### src/rtl/adder_tree_feeder.sv
// Packs NUM_WORDS streamed words into the adder tree operand, starts the tree,
// waits for done (with timeout) and hands the sum to the host with valid/ack.
module adder_tree_feeder #(
  parameter int unsigned WORD_W    = 16,
  parameter int unsigned NUM_WORDS = 8,
  parameter int unsigned TIMEOUT   = 64
) (
  input  logic                        clk,
  input  logic                        rstn,
  input  logic                        in_valid,
  input  logic [WORD_W-1:0]           in_data,
  output logic                        in_ready,
  input  logic                        flush,
  output logic                        tree_start,
  output logic [WORD_W*NUM_WORDS-1:0] tree_din,
  input  logic                        tree_done,
  input  logic [WORD_W-1:0]           tree_dout,
  output logic                        res_valid,
  output logic [WORD_W-1:0]           res_data,
  output logic                        res_err,
  input  logic                        res_ack,
  output logic                        busy,
  output logic [15:0]                 job_cnt
);

  localparam int unsigned OP_W  = WORD_W * NUM_WORDS;
  localparam int unsigned IDX_W = (NUM_WORDS > 1) ? $clog2(NUM_WORDS) : 1;
  localparam int unsigned TMR_W = $clog2(TIMEOUT + 1);
  localparam logic [IDX_W-1:0] LAST_IDX = IDX_W'(NUM_WORDS - 1);
  localparam logic [TMR_W-1:0] TMR_LAST = TMR_W'(TIMEOUT - 1);

  typedef enum logic [1:0] {
    FILL   = 2'd0,
    START  = 2'd1,
    WAIT   = 2'd2,
    RESULT = 2'd3
  } state_t;

  state_t             state;
  logic [IDX_W-1:0]   idx;
  logic [OP_W-1:0]    operand;
  logic [TMR_W-1:0]   timer;
  logic [WORD_W-1:0]  res_data_q;
  logic               res_err_q;
  logic [15:0]        job_cnt_q;

  // Job sequencing: fill slots, pulse start, wait for done/timeout, hold result.
  always_ff @(posedge clk) begin
    if (!rstn) begin
      state      <= FILL;
      idx        <= '0;
      operand    <= '0;
      timer      <= '0;
      res_data_q <= '0;
      res_err_q  <= 1'b0;
      job_cnt_q  <= '0;
    end else begin
      case (state)
        FILL: begin
          if (flush) begin
            idx     <= '0;
            operand <= '0;
          end else if (in_valid) begin
            for (int k = 0; k < NUM_WORDS; k++) begin
              if (idx == IDX_W'(k)) operand[k*WORD_W +: WORD_W] <= in_data;
            end
            if (idx == LAST_IDX) begin
              idx   <= '0;
              state <= START;
            end else begin
              idx <= idx + 1'b1;
            end
          end
        end
        START: begin
          timer <= '0;
          state <= WAIT;
        end
        WAIT: begin
          timer <= timer + 1'b1;
          // done takes priority over a coincident timeout
          if (tree_done) begin
            res_data_q <= tree_dout;
            res_err_q  <= 1'b0;
            state      <= RESULT;
          end else if (timer == TMR_LAST) begin
            res_data_q <= '0;
            res_err_q  <= 1'b1;
            state      <= RESULT;
          end
        end
        RESULT: begin
          if (res_ack) begin
            job_cnt_q <= job_cnt_q + 1'b1;
            operand   <= '0;
            state     <= FILL;
          end
        end
        default: state <= FILL;
      endcase
    end
  end

  // Every output is forced low while reset is asserted.
  assign in_ready   = rstn && (state == FILL);
  assign tree_start = rstn && (state == START);
  assign res_valid  = rstn && (state == RESULT);
  assign busy       = rstn && (state != FILL);
  assign tree_din   = {OP_W{rstn}} & operand;
  assign res_data   = {WORD_W{rstn}} & res_data_q;
  assign res_err    = rstn && res_err_q;
  assign job_cnt    = {16{rstn}} & job_cnt_q;

endmodule

### config.mk
export PLATFORM = sky130hd
export DESIGN_NAME = adder_tree_feeder
export DESIGN_NICKNAME = d
export VERILOG_FILES = /design/src/rtl/adder_tree_feeder.sv
export SDC_FILE = /design/constraint.sdc
export NUM_CORES = 1
export LEC_CHECK = 0
export ABC_AREA = 1
export BUFFER_PORTS_ARGS = -buffer_cell sky130_fd_sc_hd__buf_4
export CAP_MARGIN = 40
export CORE_MARGIN = 1
export CORE_UTILIZATION = 58
export DETAILED_ROUTE_END_ITERATION = 6
export PLACE_DENSITY = 0.85
export SLEW_MARGIN = 20
export SYNTH_ARGS = -nofsm -noshare
export SYNTH_HDL_FRONTEND = slang
export SYNTH_SLANG_ARGS = --single-unit
### constraint.sdc
create_clock -name clk -period 3.5 [get_ports clk]
set_input_delay 0.7 -clock clk [delete_from_list [all_inputs] [get_ports clk]]
set_output_delay 0.7 -clock clk [all_outputs]
set_load 0.02 [all_outputs]
After elaboration in Yosys (flattened, before gate mapping)
Cells that the tools add are included.
Widths: inputs -> output; s select.
{"block": "op_classes", "n_addsub": 3, "n_eq_ne": 25, "n_mux": 27, "n_bitwise": 3, "reduce_logical": 24}
{"operator": "$mux 128", "count": 3}
{"operator": "$pmux 128 s2", "count": 1}
{"operator": "$mux 16", "count": 10}
{"operator": "$and 128x128->128", "count": 1}
{"operator": "$and 16x16->16", "count": 2}
{"operator": "$reduce_and 4->1", "count": 8}
{"operator": "$ne 3x3->1 const B", "count": 10}
{"operator": "$add 16x1->16 const B", "count": 1}
{"operator": "$pmux 7 s2", "count": 1}
{"operator": "$eq 3x3->1 const B", "count": 4}
{"operator": "$mux 2", "count": 6}
{"operator": "$reduce_bool 2->1", "count": 5}
{"operator": "$mux 3", "count": 3}
{"operator": "$ne 2x2->1 const B", "count": 4}
{"operator": "$pmux 2 s4", "count": 1}
{"operator": "$add 7x1->7 const B", "count": 1}
{"operator": "$eq 7x6->1 const B", "count": 1}
{"operator": "$eq 3x2->1 const B", "count": 2}
{"operator": "$reduce_and 2->1", "count": 3}
{"operator": "$logic_and 1x1->1", "count": 5}
{"operator": "$reduce_and 5->1", "count": 1}
{"operator": "$eq 2x2->1 const B", "count": 2}
{"operator": "$add 3x1->3 const B", "count": 1}
{"operator": "$eq 3x1->1 const B", "count": 1}
{"operator": "4 further kinds", "count": 5}
{"block": "totals", "ff_bits": 173, "input_bits": 38, "elab_cells": 96}

Logic depth before layout (Yosys ltp)
Gate-level depths: netlist of run 1.
{"block": "depth", "depth_word": 5, "depth_mapped": 11, "depth_no_buf": 10}

Worst setup path before layout of run 1
Ideal clock, no wire load.
{"block": "synth_path", "path_type": "input -> output", "startpoint": "in rstn", "endpoint": "out job_cnt[0]", "arrival_time_ns": 1.635, "t_required_ns": 2.800, "slack_ns": 1.165, "path_stages": 5, "path_buffers": 3, "cell_sequence": "buf_2 > clkbuf_1 > buf_1 > nand2_1 > inv_1"}
{"block": "synth_via", "elab_chain_len": 1}
{"element": "start, declared", "line_no": "9", "source": "input logic rstn,"}
{"element": "$and 16x16->16", "line_no": "112", "source": "assign job_cnt = {16{rstn}} & job_cnt_q;"}
{"element": "end, declared", "line_no": "23", "source": "output logic [15:0] job_cnt"}
Every way passes these cells.

Worst setup path in the final report of run 1
{"block": "layout_path", "startpoint": "in rstn", "endpoint": "out busy"}
{"block": "layout_via", "elab_chain_len": 1}
{"element": "$logic_and 1x1->1", "line_no": "108", "source": "assign busy = rstn && (state != FILL);"}
{"element": "end, declared", "line_no": "22", "source": "output logic busy,"}
Every way passes these cells.

==> impl_metrics.yaml, run 1 <==
setup_path:
  path_max_fanout: 78
  crit_buf_inv: 3
  cp_slowest_cell: "clkbuf_8"
  r2r_setup_slack_ns: 1.09
  critPathKind: "input port to output pin"
  worstPathArrival_ns: 1.81
  reg2reg_depth: 9
  r2r_start: "state[0]$_SDFFE_PN0P_"
  critPathTopFamily: "buffers and inverters"
  crit_path_end_kind: "output pin"
  critical_path.max_stage_delay_ns: 0.43
  critPathLaunchType: "input port"
  cp_cell_sequence: "clkbuf_8, inv_1, nor2_1, buf_4"
  crit_required_ns: 2.80
  r2r-end: "operand[14]$_SDFFE_PN0P_"
global_route:
  grt_pass1_wl_mm: 33.9
  antenna_found_initial: 0
  grt_max_degree: 79
  gr-usage-all-layers: 0.291
  first_global_vias: 7041
  grt-ovfl-total: 0
clock_network:
  cts-root-buf: "clkbuf_16"
  clk_latency_ns: 0.43
  cts_hold_buffers: 0
  clkTransAtPathRegs_ns: 0.06
  clock_path_buffers: 2
  post_cts_resized: 0
  clkSinkCount: 173
  cts_max_level: 4
  postCtsSetupRepairBufs: 0
  cts_tree: "yes"
  cts_made_buffers: 17
min_path:
  worstHoldStart: "tree_dout[4]"
  holdPathStages: 3
  min_to: "res_data_q[4]$_SDFFE_PN0P_"
  hold_class: "input port to flip-flop"
die:
  die_h_um: 123
  placeableCoreArea_um2: 14000
  die_w_um: 123
  pin_count: 203
  num_rows: 43
  initial_core_util: 0.601
  die-area_um2: 15000
pwr:
  pwr-share-seq: 0.448
  pwr-share-clk: 0.396
  p_sw_frac: 0.268
  static-leakage-power_nw: 6.63
  p_comb_frac: 0.157
  p_per_area_nw_per_um2: 452
  vdd_ir_drop_max_uv: 273
  internal_power_mw: 3.54
  p_sw_mw: 1.30
timing:
  report.final.setup_viol: 0
  fmax_ghz: 0.398
  fin_crit_ns: 2.51
  skew_ns: 0.00900
  timing.final.crit_share: 0.718
  slew_viol_final: 0
  tightest_slew_ns: 0.674
  max_slew_margin: 0.550
  finalHoldViolCount: 0
  tns_ns: 0
  rsz0062_at_grt: "false"
  hold_ws_ns: 0.462
logic_synthesis:
  ys.flop_type: "dfxtp_1"
  netlist_area_um2: 8440
  async_flop_share: 0
  ys_top_cells_by_area: "dfxtp_1, nand2_1, nor2_1"
  synth_top_area_frac: 0.410
  synth_nets: 1457
  syn-instance-count: 1407
  synth_common_cells: "nand2_1, nor2_1, inv_1"
  yosysSeqAreaShare: 0.410
  yosysTopAreaCell: "dfxtp_1"
  yosys_warnings: 0
  avgSynthCellArea_um2: 6.00
  ys_seq_elements: 173
  synth_most_common_cell: "nand2_1"
  synth_cell_types: 27
  synth_edf_count: 0
cells_and_area:
  design_area_um2: 10700
  drive_gt1_frac: 0.163
  n_antenna_cell: 0
  synthToLayoutAreaGrowth_pct: 26.9
  nets: 1632
  utilization: 0.763
  nFillCells: 1161
drt:
  firstDrtPassIters: 5
  vias: 8571
  first_iter_violations: 869
  drc: 0
  vias_per_cell: 4.83
  ant_nets: 0
  wire_per_inst_um: 12.3
  wl_mm: 21.7
run:
  maxCapViolations: 0
placed_design:
  gp_congestion: 0.880
  io_buffers: 202
  hpwlAfterDp_mm: 14.7
  placed_cell_area_um2: 10100
run_status:
  status: "complete, no violations"
per-layer routing:
metal  vias up  share of wire  GRT usage
li1       4433              -          -
met2       316           0.46      0.468
met3        50          0.078     0.0660
met4         0          0.033      0.135
met1      3772           0.43      0.369
met5         -              0          0
power groups by stage:
| stage | clock network, mW | logic [mW] | registers [mW] |
|---|---|---|---|
| CTS | 1.92 | 0.757 | 2.16 |
| global placement | 0 | 0.725 | 2.20 |
| floorplan | 0 | 0.502 | 2.18 |
| finish | 1.92 | 0.758 | 2.17 |
| global route | 2.01 | 0.847 | 2.18 |
| detailed placement | 0 | 0.750 | 2.21 |
tightest hold or removal path, stage by stage:
cell and delay, ns:
buf_4 0.07, nand2_1 0.04, nand2_1 0.05
cell usage in the layout (no fill, tap or decap), types with 2 or more instances in the layout:
cell type  Yosys  layout
a21oi_1       20      20
buf_12         0       3
buf_4          0     213
bufinv_16      0       3
clkbuf_1      35       3
clkbuf_16      0      17
clkbuf_8       0       4
clkinv_2       0       3
dfxtp_1      173     173
ha_1          12      12
inv_1        240     240
inv_2          3       3
nand2_1      505     505
nand3_1       64      64
nand4_1        2       2
nor2_1       285     281
nor2_2         2       6
nor3_1         8       8
nor3_2         2       2
nor3b_1        3       3
o21ai_0       13      13
o21ai_1        2       2
xor2_1         2       2
cells by family after synthesis:
| logic type | synth area share |
|---|---|
| adder cells (fa/ha/maj) | 0.0178 |
| flip-flops | 0.410 |
| AO/OA/AOI/OAI | 0.0264 |
| XOR/XNOR | 0.00311 |
| buffers and inverters | 0.139 |
| AND/OR/NAND/NOR | 0.403 |
worst max path at each step:
stage                     startpoint                       to  slack, ns  cells after the start
2_1_floorplan                   rstn               job_cnt[0]       1.16                      5
3_3_place_gp                    rstn             tree_din[50]       0.99                      5
3_5_place_dp                    rstn                     busy       0.99                      4
4_1_cts                         rstn                     busy       0.98                      4
5_1_grt        state[0]$_SDFFE_PN0P_  operand[0]$_SDFFE_PN0P_       0.88                      9
6_report                        rstn                     busy       0.99                      4
area by class of cell:
class / instances / area [µm²] / area share
Clock buffer: 23 / 478 / 0.0446
Clock inverter: 7 / 113 / 0.0105
Multi-Input combinational cell: 928 / 3820 / 0.356
Inverter: 243 / 912 / 0.0851
Sequential cell: 173 / 3460 / 0.323
Timing Repair Buffer: 219 / 1710 / 0.160
Tap cell: 180 / 225 / 0.0210
through the flow:
stage | power (mW) | worst slack [ns] | instances
after floorplan | 2.68 | 1.16 | 1407
after global placement | 2.93 | 0.989 | 1738
after detailed placement | 2.96 | 0.985 | 1743
after CTS | 4.84 | 0.979 | 1773
after global routing | 5.04 | 0.882 | 1773
final | 4.84 | 0.986 | 1773
registers in the layout, indices dropped and copies added (netlist names):
signal	flops
idx	3
job_cnt_q	16
operand	128
res_data_q	16
res_err_q	1
state	2
timer	7
No activity file was read; power rests on OpenSTA's default activity.
==> inputs of run 2 (changes only) <==
Settings changed: CORE_UTILIZATION 58 to 54, PLACE_DENSITY 0.85 to 0.8.
Clock period 3.5 ns to 2.6 ns, I/O delays scaled along.
==> run 2 against run 1 <==
Against the previous run: wire length decreased by 0.43%; count of clock-buffer cells in the layout increased by 3; final cell count increased by 2.0%; highest routed layer unchanged; critical endpoint is now operand[109]$_SDFFE_PN0P_; clock power increased by 20%; via count decreased by 1.3%; worst hold slack got worse by 0.17 ns; non-clock buffer count increased by 3; clock skew about the same; combinational power increased by 35%; register-to-register slack got worse by 0.57 ns; critical path type is now flip-flop to flip-flop; design area about the same.
==> impl_metrics.yaml, run 2 (synthesized netlist as in run 1, its figures left out) <==
clock_network:
  clkSinkCount: 173
  cts-root-buf: "clkbuf_16"
  postCtsSetupRepairBufs: 0
  cts_hold_buffers: 0
  cts_tree: "yes"
  clock_path_buffers: 2
  cts_made_buffers: 17
  cts_max_level: 4
  clkTransAtPathRegs_ns: 0.07
  post_cts_resized: 0
  clk_latency_ns: 0.42
cells_and_area:
  final_cells: 1808
  largest_reg_flops: 128
  top_register: "operand"
  n_antenna_cell: 0
  reg_top3: "operand (128), job_cnt_q (16), res_data_q (16)"
  final_common_cell: "nand2_1"
  drive_gt1_frac: 0.163
  nets: 1635
  final_cell_mix: "nand2_1, nor2_1, inv_1, buf_4, dfxtp_1"
  synthToLayoutAreaGrowth_pct: 26.9
global_route:
  first_global_vias: 7058
  grt_pass1_wl_mm: 34.6
  grt_max_degree: 64
  antenna_found_initial: 0
  gr-usage-all-layers: 0.271
  grt-ovfl-total: 0
drt:
  vias_per_cell: 4.68
  drc: 0
  ant_nets: 0
  wl_mm: 21.7
  vias: 8463
  wire_per_inst_um: 12.0
  first_iter_violations: 627
  firstDrtPassIters: 6
setup_path:
  critPathLaunchType: "flip-flop"
  path_max_fanout: 28
  crit_path_end_kind: "flip-flop"
  critPathKind: "flip-flop to flip-flop"
  r2r_setup_slack_ns: 0.52
  worstPathArrival_ns: 2.40
  r2r_start: "state[0]$_SDFFE_PN0P_"
  crit_start: "state[0]$_SDFFE_PN0P_"
  crit_required_ns: 2.92
die:
  num_rows: 45
  placeableCoreArea_um2: 15300
  die_w_um: 127
  die-area_um2: 16100
  die_h_um: 127
  initial_core_util: 0.553
  pin_count: 203
timing:
  slew_viol_final: 0
  tightest_slew_ns: 0.625
  tns_ns: 0
  max_slew_margin: 0.583
  rsz0062_at_grt: "false"
  report.final.setup_viol: 0
  finalHoldViolCount: 0
  timing.final.crit_share: 0.800
  fin_crit_ns: 2.08
  fmax_ghz: 0.481
  skew_ns: 0.00862
pwr:
  vdd_ir_drop_max_uv: 449
  static-leakage-power_nw: 6.61
  p_per_area_nw_per_um2: 582
  power_mw: 6.23
min_path:
  worstHoldStart: "tree_dout[4]"
  hold_class: "input port to flip-flop"
placed_design:
  dp.cells: 1777
  hpwlAfterDp_mm: 14.7
  gp_congestion: 0.831
  io_buffers: 202
run:
  maxCapViolations: 0
run_status:
  status: "complete, no violations"
==> run 2: report_power, final <==
group | switching [mW] | internal, mW
Combinational | 0.643 | 0.381
Sequential | 0.0909 | 2.82
Clock | 1.01 | 1.29
==> run 2: metal layers <==
layer | GRT usage | wire [µm] | up-vias
met3 | 0.0637 | 1530 | 38
met1 | 0.358 | 9520 | 3712
met2 | 0.431 | 10100 | 273
met5 | 0 | 0 | -
li1 | - | - | 4440
met4 | 0.104 | 546 | 0
==> run 2: layout make-up <==
class	count	area (µm²)
fillers	1378	4540
multi-input cells	928	3820
inverters	243	912
clock inverters	5	35.0
repair buffers	222	1740
well taps	211	264
clock buffers	26	489
flip-flops and latches	173	3460
==> run 2: worst paths after layout <==
kind                                end  cells after the start
max           operand[109]$_SDFFE_PN0P_                     10
min          res_data_q[4]$_SDFFE_PN0P_                      3
max reg2reg   operand[109]$_SDFFE_PN0P_                     10
min reg2reg      res_err_q$_SDFFE_PN0P_                      2
==> run 2: critical path, stage by stage, from the launching register on <==
cell and delay [ns]:
dfxtp_1 0.37, inv_1 0.10, ha_1 0.30, inv_2 0.13, nand2_1 0.12, nand2_1 0.10, nand3_1 0.21, inv_2 0.42
nand2_1 0.10, nand2_1 0.08, nor2_1 0.04
==> run 2: through the flow <==
stage	hold WS, ns	instance area [µm²]	setup slack (ns)	util
5_1_grt	0.286	10700	0.299	0.702
6_report	0.288	10700	0.519	0.702
3_3_place_gp	0.439	10200	0.527	0.666
3_5_place_dp	0.442	10200	0.584	0.668
2_1_floorplan	0.429	8440	0.625	-
4_1_cts	0.276	10700	0.564	0.702
==> inputs of run 3 (changes only) <==
Settings changed: CORE_UTILIZATION 54 to 49, PLACE_DENSITY 0.8 to 0.77.
Clock period 2.6 ns to 1.8 ns, I/O delays scaled along.
==> run 3 against run 2 <==
Against the previous run: sequential share of layout area decreased by 1.8 points; final cell count increased by 2.7%; design area increased by 6.1%; count of clock-buffer cells in the layout decreased by 6; clock power increased by 63%; critical path type is now flip-flop to output pin.
==> impl_metrics.yaml, run 3 (synthesized netlist as in run 1, its figures left out) <==
timing:
  max_slew_margin: 0.640
  slew_viol_final: 0
  report.final.setup_viol: 0
  fin_crit_ns: 1.76
  skew_ns: 0.00894
  tightest_slew_ns: 0.538
  timing.final.crit_share: 0.977
  fmax_ghz: 0.569
  finalHoldViolCount: 0
  hold_ws_ns: 0.122
  tns_ns: 0
  rsz0062_at_grt: "true"
setup_path:
  critPathLaunchType: "flip-flop"
  crit_start: "state[1]$_SDFFE_PN0P_"
  crit_buf_inv: 4
  critPathKind: "flip-flop to output pin"
  cp_cell_sequence: "inv_2, buf_4, ha_2, nand2_1, inv_1, buf_4"
  cp_slowest_cell: "dfxtp_4"
  crit_path_end_kind: "output pin"
  critPathMostFrequentCell: "buf_4"
  worstPathArrival_ns: 1.40
  critical_path.max_stage_delay_ns: 0.37
  r2r_start: "state[0]$_SDFFE_PN0P_"
  critPathTopFamily: "flip-flops"
  path_max_fanout: 3
  crit_required_ns: 1.44
clock_network:
  clkTransAtPathRegs_ns: 0.06
  clk_latency_ns: 0.43
  cts_hold_buffers: 0
  clock_path_buffers: 2
  cts_tree: "yes"
  cts-root-buf: "clkbuf_16"
  cts_made_buffers: 17
  cts_max_level: 4
  clkSinkCount: 173
cells_and_area:
  n_antenna_cell: 0
  final_common_cell: "nand2_1"
  reg_top3: "operand (128), job_cnt_q (16), res_data_q (16)"
  nets: 1675
  drive_gt1_frac: 0.200
  top_register: "operand"
  design_area_um2: 11400
  synthToLayoutAreaGrowth_pct: 34.7
  final_cell_mix: "nand2_1, nor2_1, buf_4, inv_1, dfxtp_1"
  final_cells: 1857
  largest_reg_flops: 128
  nFillCells: 1507
min_path:
  hold_class: "input port to flip-flop"
  worstHoldStart: "tree_dout[10]"
run:
  maxCapViolations: 0
pwr:
  p_sw_frac: 0.274
  p_comb_frac: 0.169
  pwr-share-clk: 0.393
  static-leakage-power_nw: 6.91
  p_per_area_nw_per_um2: 842
  internal_power_mw: 6.96
  vdd_ir_drop_max_uv: 655
  p_sw_mw: 2.62
  pwr-share-seq: 0.438
run_status:
  status: "complete, no violations"
drt:
  drc: 0
  wl_mm: 22.9
  wl_met3_mm: 1.77
  vias_per_cell: 4.66
  vias: 8655
  first_iter_violations: 625
  wire_per_inst_um: 12.3
  met2WireLength_mm: 10.7
  routed.top_layer: "met4"
  firstDrtPassIters: 6
  met1_length_mm: 9.76
  ant_nets: 0
die:
  die_w_um: 133
  die_h_um: 133
  die-area_um2: 17800
  initial_core_util: 0.506
  num_rows: 47
  placeableCoreArea_um2: 16700
  pin_count: 203
placed_design:
  gp_congestion: 0.846
  placed_cell_area_um2: 10600
  hpwlAfterDp_mm: 15.5
  dp.cells: 1818
  io_buffers: 202
global_route:
  gr-usage-all-layers: 0.250
  first_global_vias: 7399
  grt_max_degree: 52
  grt_pass1_wl_mm: 35.5
  grt-ovfl-total: 0
  antenna_found_initial: 0
-- run 3: area by class of cell --
class | instances | area [µm²] | area share
clock buffer | 20 | 457 | 0.0402
clock inverter | 11 | 140 | 0.0123
inverter | 243 | 915 | 0.0804
multi-input combinational | 928 | 3910 | 0.344
sequential | 173 | 3470 | 0.305
tap | 220 | 275 | 0.0242
timing repair buffer | 262 | 2210 | 0.194
-- run 3: final timing paths --
path | end | slack (ns) | cells past startpoint
setup / recovery | tree_start | 0.04 | 6
hold / removal | res_data_q[10]$_SDFFE_PN0P_ | 0.12 | 3
setup reg to reg | operand[45]$_SDFFE_PN0P_ | 0.06 | 10
hold reg to reg | res_err_q$_SDFFE_PN0P_ | 0.45 | 2
-- run 3: repair_timing --
item	4_1_cts	5_1_grt
cloned	0	2
buffers inserted	0	6
gates resized for setup	3	35
setup endpoints to repair	57	124
pin swaps	1	2
-- run 3: worst register-to-register path, stage by stage, from the launching register on --
cell	delay [ns]
dfxtp_4	0.37
inv_4	0.07
ha_4	0.17
nand2_1	0.14
buf_4	0.17
o21ai_1	0.16
nor2_2	0.05
buf_4	0.16
clkbuf_16	0.18
nor2_1	0.13
nor2_1	0.06
-- run 3: through the flow --
step                       util  setup slack, ns  power [mW]
final                     0.681           0.0413        9.58
after CTS                 0.668          -0.0167        9.56
after floorplan               -           0.0983        5.22
after global placement    0.631          -0.0951        5.80
after global routing      0.681          -0.0275        9.98
after detailed placement  0.632          -0.0461        5.84
-- run 3: per-layer routing --
| layer | GRT usage | vias to the layer above |
|---|---|---|
| li1 | - | 4526 |
| met1 | 0.315 | 3767 |
| met2 | 0.405 | 326 |
| met3 | 0.0613 | 36 |
| met4 | 0.110 | 0 |
| met5 | 0 | - |
-- run 3: power groups by stage --
stage | Combinational [mW] | Sequential [mW] | Clock, mW
5_1_grt | 1.81 | 4.21 | 3.96
3_5_place_dp | 1.57 | 4.28 | 0
6_report | 1.62 | 4.19 | 3.76
4_1_cts | 1.57 | 4.19 | 3.80
3_3_place_gp | 1.53 | 4.27 | 0
2_1_floorplan | 0.977 | 4.24 | 0
